## config.mk

```make
export PLATFORM = sky130hd
export DESIGN_NAME = triangle_stream_unpacker_flat
export DESIGN_NICKNAME = d
export VERILOG_FILES = /design/src/rtl/triangle_stream_unpacker_if.sv /design/src/rtl/triangle_stream_unpacker.sv /design/src/flat_wrapper.sv
export SDC_FILE = /design/constraint.sdc
export NUM_CORES = 1
export LEC_CHECK = 0
export ABC_AREA = 1
export CAP_MARGIN = 20
export CORE_MARGIN = 2
export CORE_UTILIZATION = 49
export CTS_CLUSTER_DIAMETER = 150
export DETAILED_ROUTE_END_ITERATION = 10
export PLACE_DENSITY = 0.81
export SETUP_SLACK_MARGIN = 0.3
export SLEW_MARGIN = 20
export SYNTH_ARGS = -nofsm -noshare
export SYNTH_HDL_FRONTEND = slang
export SYNTH_SLANG_ARGS = --single-unit
```

## constraint.sdc

```tcl
create_clock -name clk -period 19.4 [get_ports clk]
set_clock_uncertainty 0.05 [all_clocks]
set_input_delay 5.82 -clock clk [delete_from_list [all_inputs] [get_ports clk]]
set_output_delay 5.82 -clock clk [all_outputs]
set_load 0.02 [all_outputs]
```

## src/rtl/triangle_stream_unpacker_if.sv

```systemverilog
// Word-stream input and triangle output handshake bundle for triangle_stream_unpacker.
// slave is the unpacker's view; master is the loader/consumer side.
interface triangle_stream_unpacker_if #(
  parameter int WORD_W = 32,
  parameter int TRI_W  = 392
);
  logic [WORD_W-1:0] in_data;
  logic              in_valid;
  logic              in_last;
  logic              in_ready;
  logic [TRI_W-1:0]  tri_out;
  logic              out_valid;
  logic              out_ready;

  modport master (
    output in_data, in_valid, in_last, out_ready,
    input  in_ready, tri_out, out_valid
  );

  modport slave (
    input  in_data, in_valid, in_last, out_ready,
    output in_ready, tri_out, out_valid
  );
endinterface

```

## src/rtl/triangle_stream_unpacker.sv

```systemverilog
// Reassembles 13-word frames from the scene-memory loader into packed triangle
// bits (word 0 at the LSBs), enforcing in_last framing with a sticky error flag.
module triangle_stream_unpacker #(
  parameter int WORD_W = 32,
  parameter int TRI_W  = 392,
  parameter int WORDS  = (TRI_W + WORD_W - 1) / WORD_W
) (
  input  logic                       clk,
  input  logic                       rst,
  triangle_stream_unpacker_if.slave  strm,
  output logic                       frame_err,
  input  logic                       err_clear,
  output logic [15:0]                tri_count
);

  // Only the low bits of the final word are meaningful.
  localparam int LAST_BITS = TRI_W - (WORDS - 1) * WORD_W;

  typedef enum logic [1:0] {
    COLLECT,
    HOLD,
    DISCARD
  } state_t;

  state_t     state, state_nx;
  logic [3:0] idx, idx_nx;
  logic       accept;
  logic       at_last;
  logic       wr_slice;
  logic       wr_final;
  logic       set_err;
  logic       handoff;

  assign accept        = strm.in_valid & strm.in_ready;
  assign at_last       = (idx == 4'(WORDS - 1));
  assign strm.in_ready = ~rst & (state != HOLD);

  always_comb begin
    state_nx = state;
    idx_nx   = idx;
    wr_slice = 1'b0;
    wr_final = 1'b0;
    set_err  = 1'b0;
    handoff  = 1'b0;
    case (state)
      COLLECT: begin
        if (accept) begin
          if (!at_last) begin
            if (strm.in_last) begin
              set_err = 1'b1;
              idx_nx  = '0;
            end else begin
              wr_slice = 1'b1;
              idx_nx   = idx + 4'd1;
            end
          end else begin
            idx_nx = '0;
            if (strm.in_last) begin
              wr_final = 1'b1;
              state_nx = HOLD;
            end else begin
              set_err  = 1'b1;
              state_nx = DISCARD;
            end
          end
        end
      end
      HOLD: begin
        if (strm.out_ready) begin
          handoff  = 1'b1;
          state_nx = COLLECT;
        end
      end
      DISCARD: begin
        if (accept && strm.in_last) begin
          idx_nx   = '0;
          state_nx = COLLECT;
        end
      end
      default: state_nx = COLLECT;
    endcase
  end

  always_ff @(posedge clk or posedge rst) begin
    if (rst) begin
      state <= COLLECT;
      idx   <= '0;
    end else begin
      state <= state_nx;
      idx   <= idx_nx;
    end
  end

  // Slices land straight in tri_out; writes only happen while out_valid is low.
  always_ff @(posedge clk or posedge rst) begin
    if (rst) begin
      strm.tri_out <= '0;
    end else begin
      if (wr_slice) begin
        for (int unsigned k = 0; k < WORDS - 1; k++) begin
          if (idx == 4'(k)) strm.tri_out[k*WORD_W +: WORD_W] <= strm.in_data;
        end
      end
      if (wr_final) strm.tri_out[TRI_W-1 -: LAST_BITS] <= strm.in_data[LAST_BITS-1:0];
    end
  end

  always_ff @(posedge clk or posedge rst) begin
    if (rst) begin
      strm.out_valid <= 1'b0;
      tri_count      <= '0;
      frame_err      <= 1'b0;
    end else begin
      if (wr_final)     strm.out_valid <= 1'b1;
      else if (handoff) strm.out_valid <= 1'b0;
      if (handoff) tri_count <= tri_count + 16'd1;
      // A new framing error outranks a simultaneous clear.
      if (set_err)        frame_err <= 1'b1;
      else if (err_clear) frame_err <= 1'b0;
    end
  end

endmodule

```

## src/flat_wrapper.sv

```systemverilog
// flat-port wrapper written by rule: the top's interface ports become plain ports
module triangle_stream_unpacker_flat 
#(
  parameter int WORD_W = 32,
  parameter int TRI_W  = 392,
  parameter int WORDS  = (TRI_W + WORD_W - 1) / WORD_W
)
  (clk, rst, frame_err, err_clear, tri_count, strm_in_data, strm_in_valid, strm_in_last, strm_out_ready, strm_in_ready, strm_tri_out, strm_out_valid);
  triangle_stream_unpacker_if #(.WORD_W(WORD_W), .TRI_W(TRI_W)) strm_i ();
  input  logic clk;
  input  logic rst;
  output logic frame_err;
  input  logic err_clear;
  output logic [15:0] tri_count;
  input wire logic [$bits(strm_i.in_data)-1:0] strm_in_data;
  input wire logic [$bits(strm_i.in_valid)-1:0] strm_in_valid;
  input wire logic [$bits(strm_i.in_last)-1:0] strm_in_last;
  input wire logic [$bits(strm_i.out_ready)-1:0] strm_out_ready;
  output wire logic [$bits(strm_i.in_ready)-1:0] strm_in_ready;
  output wire logic [$bits(strm_i.tri_out)-1:0] strm_tri_out;
  output wire logic [$bits(strm_i.out_valid)-1:0] strm_out_valid;
  assign strm_i.in_data = strm_in_data;
  assign strm_i.in_valid = strm_in_valid;
  assign strm_i.in_last = strm_in_last;
  assign strm_i.out_ready = strm_out_ready;
  assign strm_in_ready = strm_i.in_ready;
  assign strm_tri_out = strm_i.tri_out;
  assign strm_out_valid = strm_i.out_valid;
  triangle_stream_unpacker #(.WORD_W(WORD_W), .TRI_W(TRI_W), .WORDS(WORDS)) u_core (.clk(clk), .rst(rst), .strm(strm_i), .frame_err(frame_err), .err_clear(err_clear), .tri_count(tri_count));
endmodule
```

* Word level (Yosys, flattened, before mapping)
Index checks and enable logic that the tools add are counted.
** Word-level totals
- Register bits :: 416
- Latch bits :: 0
- Memory bits (writable) :: 0
- Memory bits (read-only) :: 0
- Output and inout bits :: 411
- Logic and storage cells :: 90
- Memories :: 0
** Cells by class
- Add/subtract/negate cells :: 2
- Multiply operators :: 0
- Div/mod/pow operators :: 0
- Order comparisons :: 0
- Equal/unequal tests :: 19
- Shift-type cells :: 0
- Muxes and demuxes :: 28
- Bitwise operators :: 3
- Reduce and logical (&&, ||, !) cells :: 20
** Operators by type and width (count)
- $reduce_and 2->1 :: 12
- $eq 4x4->1 const B :: 5
- $mux 1 :: 17
- $add 16x1->16 const B :: 1
- $eq 4x3->1 const B :: 4
- $mux 4 :: 4
- $mux 2 :: 5
- $eq 4x2->1 const B :: 2
- $ne 2x1->1 const B :: 4
- $pmux 4 s2 :: 1
- $pmux 2 s3 :: 1
- $reduce_bool 2->1 :: 3
- $add 4x1->4 const B :: 1
- $eq 4x1->1 const B :: 1
- $logic_not 4->1 :: 1
- $reduce_and 4->1 :: 1
- $reduce_and 3->1 :: 1
- $and 1x1->1 :: 2
- $eq 2x1->1 const B :: 1
- $eq 2x2->1 const B :: 1
- $logic_not 2->1 :: 1
- $ne 2x2->1 const B :: 1
- $logic_and 1x1->1 :: 1
- $not 1->1 :: 1

* Logic depth before layout (Yosys ltp)
Gate-level depths: netlist (run 1).
- Depth after elaboration :: 6
- Gate-level depth with buffers :: 11
- Mapped depth without buffers :: 9

* Worst setup path before layout (run 1)
OpenSTA, ideal clock, no wires.
- Path type :: in2reg
- Start :: in rst
- End :: reg u_core.strm.tri_out[100]
- Data arrival time :: 15.970 ns
- Slack :: 3.263 ns
- Stages on the path :: 8
- Path buffers :: 2
- Cell sequence :: inv_1 nand3_4 nor2_4 buf_4 nand2_1 buf_2 nand2_1 nand2_1
** Between the ends
- Word-level cells in the longest chain between the ends :: 6
** Ends and longest elaborated chain
- start, declared :: line flat_wrapper.sv:11 : input logic rst;
- $not 1->1 :: line triangle_stream_unpacker.sv:36 : assign strm.in_ready = ~rst & (state != HOLD);
- $and 1x1->1 :: line triangle_stream_unpacker.sv:36
- $and 1x1->1 :: line triangle_stream_unpacker.sv:34 : assign accept = strm.in_valid & strm.in_ready;
- $mux 1 :: line triangle_stream_unpacker.sv:47 : if (accept) begin
- $mux 1 :: line triangle_stream_unpacker.sv:45 : case (state)
- $reduce_and 2->1 (no source line)
- end signal, assigned by index :: line triangle_stream_unpacker.sv:101 : if (idx == 4'(k)) strm.tri_out[k*WORD_W +: WORD_W] <= strm.in_data;
- end signal, assigned by index :: line triangle_stream_unpacker.sv:104 : if (wr_final) strm.tri_out[TRI_W-1 -: LAST_BITS] <= strm.in_data[LAST_BITS-1:0];
- end, declared :: line triangle_stream_unpacker_if.sv:22 : output in_ready, tri_out, out_valid
No other way between the ends.
A chain may end at the register's enable or synchronous reset.

* Worst setup path after layout (run 1)
- Start :: in rst
- End :: out strm_in_ready
** Between the ends
- Word-level cells in the longest chain between the ends :: 2
** Ends and longest elaborated chain
- $not 1->1 :: line triangle_stream_unpacker.sv:36
- $and 1x1->1 :: line triangle_stream_unpacker.sv:36
- end, declared :: line flat_wrapper.sv:19 : output wire logic [$bits(strm_i.in_ready)-1:0] strm_in_ready;
No other way between the ends.

==> results of run 1 <==
==> worst reg2reg max path, cell delays in order, from the launching register on <==
cell,delay [ns]
dfrtp_1,0.44
inv_1,0.10
ha_1,0.21
nand3_1,0.14
ha_1,0.17
nand2_1,0.08
nor2_4,0.15
buf_4,0.56
buf_4,0.86
nand2_1,0.70
buf_8,0.37
nand2_1,0.08
nand2_1,0.05
==> cell families after synthesis <==
group                      Yosys count  share of synthesized area
AOI/OAI and AO/OA                   17                    0.00526
and+or+nand+nor                   1278                      0.317
DFF                                416                      0.617
adders and majority gates            7                    0.00519
buffers and inverters              177                     0.0489
xor gates and xnor gates            14                    0.00726
==> state kept, by name (all words and copies together), names as in the netlist <==
signal and flops:
u_core.strm.out_valid 1, u_core.state 2, u_core.strm.tri_out 392, u_core.tri_count 16, u_core.frame_err 1, u_core.idx 4
==> where the power goes <==
group / switching [mW] / leakage [nW] / internal, mW
clock network: 0.344 / 0.721 / 0.508
registers: 0.0698 / 5.67 / 0.983
logic: 0.350 / 5.37 / 0.247
==> routing by layer <==
| layer | global-route usage | part of all wire | wire length, um |
|---|---|---|---|
| met2 | 0.506 | 0.46 | 26600 |
| met1 | 0.408 | 0.38 | 21900 |
| met4 | 0.140 | 0.049 | 2850 |
| met3 | 0.0967 | 0.11 | 6440 |
| met5 | 0 | 0 | 0 |
==> cell type report <==
type	instances	area, um^2
clock inverters	20	243
flip-flops and latches	416	10400
fillers	2575	10800
inverters	29	116
well taps	448	561
repair buffers	473	4700
multi-input cells	1316	5700
clock buffers	58	1210
==> cell usage after synthesis <==
library cell	instances
nor2_1	29
buf_1	1
xor2_1	8
nand4_1	5
xnor2_1	6
a22oi_1	1
o22ai_1	1
inv_1	27
nand3_2	1
nor2_4	2
nand3_4	1
nand2_2	1
a21oi_1	1
o21ai_0	14
nor3_1	3
buf_4	31
dfrtp_1	416
buf_2	36
or2_2	1
ha_1	7
nand2_1	842
nand3_1	393
inv_2	2
clkbuf_1	80
==> final timing paths <==
check | start | end | slack (ns) | cells after the start
min | u_core.strm.tri_out[16] | u_core.strm.tri_out[16] | 0.42 | 2
min in group asynchronous | rst | u_core.strm.tri_out[71] | 5.80 | 2
min reg2reg | u_core.strm.tri_out[16] | u_core.strm.tri_out[16] | 0.42 | 2
max in group asynchronous | rst | u_core.strm.tri_out[158] | 11.25 | 4
max | rst | strm_in_ready | 6.44 | 3
max reg2reg | u_core.idx[0] | u_core.strm.tri_out[23] | 15.34 | 12
==> cell usage in the layout, fill, tap and decap left out, drive strengths merged <==
cell type	Yosys	final
dfrtp	416	416
clkinv	0	13
clkinvlp	0	1
xor2	8	8
a22oi	1	1
inv	29	30
nand4	5	5
xnor2	6	6
clkdlybuf4s50	0	447
nor2	31	31
o21ai	14	14
a21oi	1	1
or2	1	1
nor3	3	3
nand2	843	843
o22ai	1	1
bufinv	0	5
clkbuf	80	58
ha	7	7
nand3	395	395
buf	68	26
==> per-stage QoR <==
step | total power [mW] | cells | setup WS (ns) | utilization | cell area [um^2]
detailed placement | 1.66 | 2682 | 6.43 | 0.637 | 21500
global route | 2.60 | 2760 | 6.39 | 0.681 | 22900
CTS | 2.51 | 2760 | 6.43 | 0.681 | 22900
finish | 2.50 | 2760 | 6.44 | 0.681 | 22900
global placement | 1.64 | 2680 | 6.44 | 0.636 | 21400
floorplan | 1.34 | 1909 | 1.88 | - | 16900
==> out/qor.yml, run 1 <==
outcome:
  status: "completed"
sta:
  drv_slew: 0
  tightest_slew_ns: 1.12
  fin_setup_tns_ns: 0
  hold_slack_ns: 0.418
  fmax_mhz: 77.2
  min_period_over_period: 0.668
  setup_viol: 0
  hold_viol: 0
  period_needed_ns: 12.96
  rsz0062_at_grt: "false"
  slew_headroom: 0.255
clock_tree:
  cts_root_buf: "clkbuf_16"
  cts.sinks: 416
  cts_post_setup_buffers_inserted: 0
  numCtsBuffers: 43
  holdBufCountCts: 0
  clock_tree.htree_level_count: 2
  cts_resized: 0
  clk_latency_ns: 0.53
  clock_path_buffers: 3
  cts_tree: "built"
  path_clk_slew_ns: 0.06
detailed_routing:
  via_per_inst: 5.57
  drt_iter0_markers: 1489
  wl_per_cell_um: 20.9
  drc: 0
  first_pass_iters: 6
  finalWirelength_mm: 57.8
  ant_nets: 0
  vias: 15365
setup_path:
  path_common_cell: "clkdlybuf4s50_1"
  slowest_stage: "clkdlybuf4s50_1"
  start_kind: "primary input"
  arrival_ns: 7.09
  critical_path.top_delay_family: "buffers and inverters"
  end_kind: "output pin"
  crit_fanout: 2
  path_buf_inv: 2
  cp.required_ns: 13.53
  path_class: "primary input to output pin"
  worstPathCellList: "clkdlybuf4s50_1, nor2_1, clkdlybuf4s50_1"
  slowest_delay_ns: 0.61
placement:
  globalplace.congestion: 0.842
  hpwl_mm: 37.4
  io_buffers: 448
synth:
  post-synth-top-area-cell: "dfrtp_1"
  syn_inst: 1909
  syn_avg_cell_area_um2: 8.84
  synth_area_um2: 16900
  yosysTopAreaCellShare: 0.617
  synthDistinctLibCells: 24
  syn_nets: 1954
  yosysSeqAreaShare: 0.617
  synth_warnings: 0
  synth-seq-cells: 416
  ys_top_cells_by_area: "dfrtp_1 (62%), nand2_1 (19%), nand3_1 (12%), clkbuf_1 (1.8%), buf_4 (1.4%)"
die:
  die_w_um: 190
  core_um2: 33700
  dieArea_um2: 36000
  initial_core_util: 0.501
  num_io_pins: 449
  die_y_um: 190
  fp-row-count: 67
global_routing:
  grt_pass1_vias: 15124
  grt_overflow: 0
  grt.total_usage: 0.319
  grt_pass1_wl_mm: 88.2
  grt_max_degree: 239
  antenna_found_initial: 0
pwr:
  power-per-cell-area_nw_per_um2: 109
  vdd.ir_drop.worst_v: 0.0000745
  leakage_nw: 11.8
min_path:
  hold_class: "register to register"
finish:
  nets: 2324
  layout-drive-gt1-share: 0.0515
  area_growth_pct: 35.9
  num_antenna_cells: 0
run:
  maxCapViolCount: 0
No activity file was read; power rests on OpenSTA's default activity.
==> inputs of run 2 (changes only) <==
Settings changed: CORE_UTILIZATION 49 to 44, PLACE_DENSITY 0.81 to 0.77.
Clock period 19.4 ns to 11.2 ns, I/O delays scaled along.
==> out/qor.yml, run 2 (synthesis results as in run 1) <==
sta:
  setup_viol: 0  # unchanged
  hold_viol: 0  # unchanged
  period_needed_ns: 7.97
  min_period_over_period: 0.711
  rsz0062_at_grt: "false"
  fin_setup_tns_ns: 0  # unchanged
  tightest_slew_ns: 1.12  # -0.00192 ns
  fmax_mhz: 126
  slew_headroom: 0.256  # +0.00128
  drv_slew: 0  # unchanged
die:
  die_w_um: 200  # +5.4%
  die_y_um: 200  # +5.4%
  initial_core_util: 0.447  # -0.0538
  num_io_pins: 449  # unchanged
  core_um2: 37800  # +12%
  dieArea_um2: 39900  # +11%
  fp-row-count: 71  # +6.0%
finish:
  largest_reg_flops: 392  # unchanged
  layout-drive-gt1-share: 0.0494  # -0.00208
  top_register: "u_core.strm.tri_out"
  reg_top3: "u_core.strm.tri_out x392, u_core.tri_count x16, u_core.idx x4"
  area_growth_pct: 36.4
  num_antenna_cells: 0  # unchanged
  final_common_cell: "nand2_1"
  final_cell_mix: "nand2_1 (840), clkdlybuf4s50_1 (447), dfrtp_1 (416)"
  nets: 2323  # -0.043%
clock_tree:
  cts_root_buf: "clkbuf_16"
  cts.sinks: 416  # unchanged
  cts_tree: "built"
  clock_tree.htree_level_count: 2  # unchanged
  clk_latency_ns: 0.55  # +0.02 ns
  numCtsBuffers: 43  # unchanged
  path_clk_slew_ns: 0.05  # about the same
  holdBufCountCts: 0  # unchanged
  cts_post_setup_buffers_inserted: 0  # unchanged
  clock_path_buffers: 3  # unchanged
  cts_resized: 0  # unchanged
detailed_routing:
  via_per_inst: 5.35  # -3.8%
  wl_per_cell_um: 20.8  # -0.55%
  vias: 15093  # -1.8%
  drc: 0  # unchanged
  finalWirelength_mm: 58.7  # +1.6%
  drt_iter0_markers: 1170  # -21%
  first_pass_iters: 6  # unchanged
  ant_nets: 0  # unchanged
setup_path:
  crit_fanout: 2  # unchanged
  path_class: "primary input to output pin"
  cp.required_ns: 7.79  # -5.74 ns
  start_kind: "primary input"
  arrival_ns: 4.56  # -2.53 ns
  end_kind: "output pin"
global_routing:
  grt_pass1_vias: 14881  # -1.6%
  grt_pass1_wl_mm: 87.8  # -0.55%
  grt.total_usage: 0.292  # -0.0269
  grt_max_degree: 179  # -25%
  antenna_found_initial: 2  # +2
  grt_overflow: 0  # unchanged
run:
  maxCapViolCount: 0  # unchanged
outcome:
  status: "completed"
pwr:
  leakage_nw: 11.7  # -0.18%
  finalPower_mw: 4.35  # +74%
  vdd.ir_drop.worst_v: 0.000125  # +67%
  power-per-cell-area_nw_per_um2: 189  # +73%
placement:
  hpwl_mm: 37.9  # +1.4%
  io_buffers: 448  # unchanged
  globalplace.congestion: 0.897  # +6.4%
min_path:
  hold_class: "register to register"
## run 2: cell count changes in the layout (fill, tap and decap cells not counted), moves of 2 or more
cell,previous run,this run
clkbuf_8,4,11
clkinv_2,10,4
clkinv_4,3,0
buf_8,2,0
clkinvlp_4,1,3
nor2_2,9,7
nor2_4,5,7
## run 2: worst max-delay path, cell delays in order
cell	delay, ns
clkdlybuf4s50_1	0.46
nor2_1	0.12
clkdlybuf4s50_1	0.62
## run 2: per-stage QoR
| step | area (um^2) | hold slack, ns | instances | util | setup slack, ns |
|---|---|---|---|---|---|
| finish | 23000 | 0.416 | 2819 | 0.610 | 3.23 |
| global route | 23000 | 0.434 | 2819 | 0.610 | 3.22 |
| CTS | 23000 | 0.422 | 2819 | 0.610 | 3.23 |
| detailed placement | 21600 | 0.407 | 2744 | 0.571 | 3.22 |
| global placement | 21600 | 0.403 | 2744 | 0.571 | 3.23 |
| floorplan | 16900 | 0.462 | 1909 | - | 0.319 |
## run 2: cell type report
type,count,area (um^2)
Tap cell,511,639
Clock inverter,10,155
Timing Repair Buffer,472,4690
Clock buffer,65,1310
Inverter,29,113
Fill cell,3111,14700
Multi-Input combinational cell,1316,5700
Sequential cell,416,10400
## run 2: worst paths after layout
check	start	endpoint	slack (ns)	cells after the start
max in group asynchronous	rst	u_core.strm.tri_out[217]	5.10	5
setup reg to reg	u_core.idx[0]	u_core.strm.tri_out[363]	7.06	11
hold reg to reg	u_core.strm.tri_out[362]	u_core.strm.tri_out[362]	0.42	2
hold / removal	u_core.strm.tri_out[362]	u_core.strm.tri_out[362]	0.42	2
setup / recovery	rst	strm_in_ready	3.23	3
min in group asynchronous	rst	u_core.tri_count[8]	3.23	2
## run 2: report_power, final
group,internal [mW],switching [mW]
registers,1.70,0.124
clock network,0.897,0.599
logic,0.427,0.605
total,3.03,1.33
## run 2: layer usage
layer / up-vias / routed length, um / global-route usage
met4: 0 / 2490 / 0.137
met2: 772 / 26400 / 0.448
li1: 6801 / - / -
met5: - / 0 / 0
met1: 7373 / 23100 / 0.379
met3: 147 / 6680 / 0.0922
==> inputs of run 3 (changes only) <==
Settings changed: CORE_UTILIZATION 44 to 49, PLACE_DENSITY 0.77 to 0.81.
Clock period 11.2 ns to 8.2 ns, I/O delays scaled along.
==> out/qor.yml, run 3 (synthesis results as in run 1) <==
placement:
  hpwl_mm: 37.4  # -1.3%
  io_buffers: 448  # unchanged
  detailedPlace.worstSlack_ns: 2.02  # -1.20 ns
  globalplace.congestion: 0.873  # -2.7%
die:
  die_y_um: 190  # -5.1%
  initial_core_util: 0.501  # +0.0538
  die_w_um: 190  # -5.1%
  num_io_pins: 449  # unchanged
  fp-row-count: 67  # -5.6%
  core_um2: 33700  # -11%
  dieArea_um2: 36000  # -10%
global_routing:
  grt_max_degree: 221  # +23%
  met1_usage: 0.407  # +0.0276
  antenna_found_initial: 1  # -1
  grt_pass1_vias: 15179  # +2.0%
  use_met2: 0.509  # +0.0611
  top_usage_layer: "met2"
  use_met3: 0.0944  # +0.00221
  grt_overflow: 0  # unchanged
  grt.total_usage: 0.319  # +0.0271
  grt_pass1_wl_mm: 88.4  # +0.75%
sta:
  slew_headroom: 0.190  # -0.0658
  rsz0062_at_grt: "false"
  setup_viol: 0  # unchanged
  fin_setup_tns_ns: 0  # unchanged
  tightest_slew_ns: 1.21  # +0.0949 ns
  fmax_mhz: 162
  fin_ws_ns: 2.02  # -1.21 ns
  hold_viol: 0  # unchanged
  period_needed_ns: 6.18
  min_period_over_period: 0.754
  drv_slew: 0  # unchanged
pwr:
  power-per-cell-area_nw_per_um2: 253  # +33%
  leakage_nw: 11.7  # -0.32%
  vdd.ir_drop.worst_v: 0.000201  # +61%
setup_path:
  slowest_delay_ns: 0.62  # about the same
  worstPathCellList: "clkdlybuf4s50_1, nor2_1, clkdlybuf4s50_1"
  r2r-start: "u_core.idx[0]"
  startpoint: "rst"
  path_common_cell: "clkdlybuf4s50_1"
  arrival_ns: 3.67  # -0.89 ns
  rrSetupSlack_ns: 4.95  # -2.11 ns
  crit_fanout: 2  # unchanged
  cp.required_ns: 5.69  # -2.10 ns
  slowest_stage: "clkdlybuf4s50_1"
  end_kind: "output pin"
  start_kind: "primary input"
  path_class: "primary input to output pin"
clock_tree:
  cts_post_setup_buffers_inserted: 0  # unchanged
  clock_tree.htree_level_count: 2  # unchanged
  cts_resized: 0  # unchanged
  cts.sinks: 416  # unchanged
  clock_path_buffers: 3  # unchanged
  holdBufCountCts: 0  # unchanged
  clk_latency_ns: 0.52  # -0.03 ns
  cts_tree: "built"
  path_clk_slew_ns: 0.06  # about the same
  cts_root_buf: "clkbuf_16"
  numCtsBuffers: 42  # -2.3%
detailed_routing:
  vias: 15271  # +1.2%
  wl_per_cell_um: 20.9  # +0.45%
  drc: 0  # unchanged
  ant_nets: 0  # unchanged
  finalWirelength_mm: 57.6  # -1.8%
  first_pass_iters: 5  # -1
  via_per_inst: 5.54  # +3.5%
  drt_iter0_markers: 1273  # +8.8%
finish:
  layout-drive-gt1-share: 0.0503  # +0.000888
  area_growth_pct: 35.1
  num_antenna_cells: 0  # unchanged
  final_common_cell: "nand2_1"
  reg_top3: "u_core.strm.tri_out x392, u_core.tri_count x16, u_core.idx x4"
  top_register: "u_core.strm.tri_out"
  nets: 2324  # +0.043%
  largest_reg_flops: 392  # unchanged
  final_cell_mix: "nand2_1 (838), clkdlybuf4s50_1 (447), dfrtp_1 (416)"
run:
  maxCapViolCount: 0  # unchanged
min_path:
  hold_class: "register to register"
  hp-start: "u_core.strm.tri_out[357]"
outcome:
  status: "completed"
==> run 3: per-stage QoR <==
stage	hold WS, ns	instances	util	area, um^2	power, mW
after floorplan	0.462	1909	-	16900	3.17
after detailed placement	0.407	2683	0.637	21500	3.92
after global placement	0.402	2683	0.637	21500	3.88
after CTS	0.422	2755	0.677	22800	5.78
final	0.419	2755	0.677	22800	5.76
after global routing	0.429	2755	0.677	22800	5.99
==> run 3: worst paths after layout <==
| path | cells after the start | endpoint |
|---|---|---|
| setup / recovery | 3 | strm_in_ready |
| hold / removal | 2 | u_core.strm.tri_out[357] |
| setup reg to reg | 11 | u_core.strm.tri_out[157] |
| hold reg to reg | 2 | u_core.strm.tri_out[357] |
| max in group asynchronous | 4 | u_core.strm.tri_out[173] |
| min in group asynchronous | 2 | u_core.strm.tri_out[79] |
==> run 3: cell type report <==
class,instances,area [um^2]
repair buffers,474,4700
flip-flops and latches,416,10400
clock inverters,8,43.8
fillers,2568,10900
inverters,29,113
clock buffers,64,1280
well taps,448,561
multi-input cells,1316,5690
==> run 3: routing by layer <==
| metal | vias up | wire length, um | part of all wire |
|---|---|---|---|
| met5 | - | 0 | 0 |
| li1 | 6800 | - | - |
| met4 | 0 | 2770 | 0.048 |
| met3 | 147 | 6390 | 0.11 |
| met2 | 843 | 26700 | 0.46 |
| met1 | 7481 | 21700 | 0.38 |
==> run 3: report_power, final <==
group          switching [mW]  internal (mW)  total (mW)
Sequential              0.165           2.33        2.49
Clock                   0.784           1.08        1.86
Combinational           0.827          0.584        1.41
==> run 3: worst max-delay path: cells and delay by family <==
kind	cells	cell delay, ns
simple gates	1	0.13
buf+inv	2	1.08
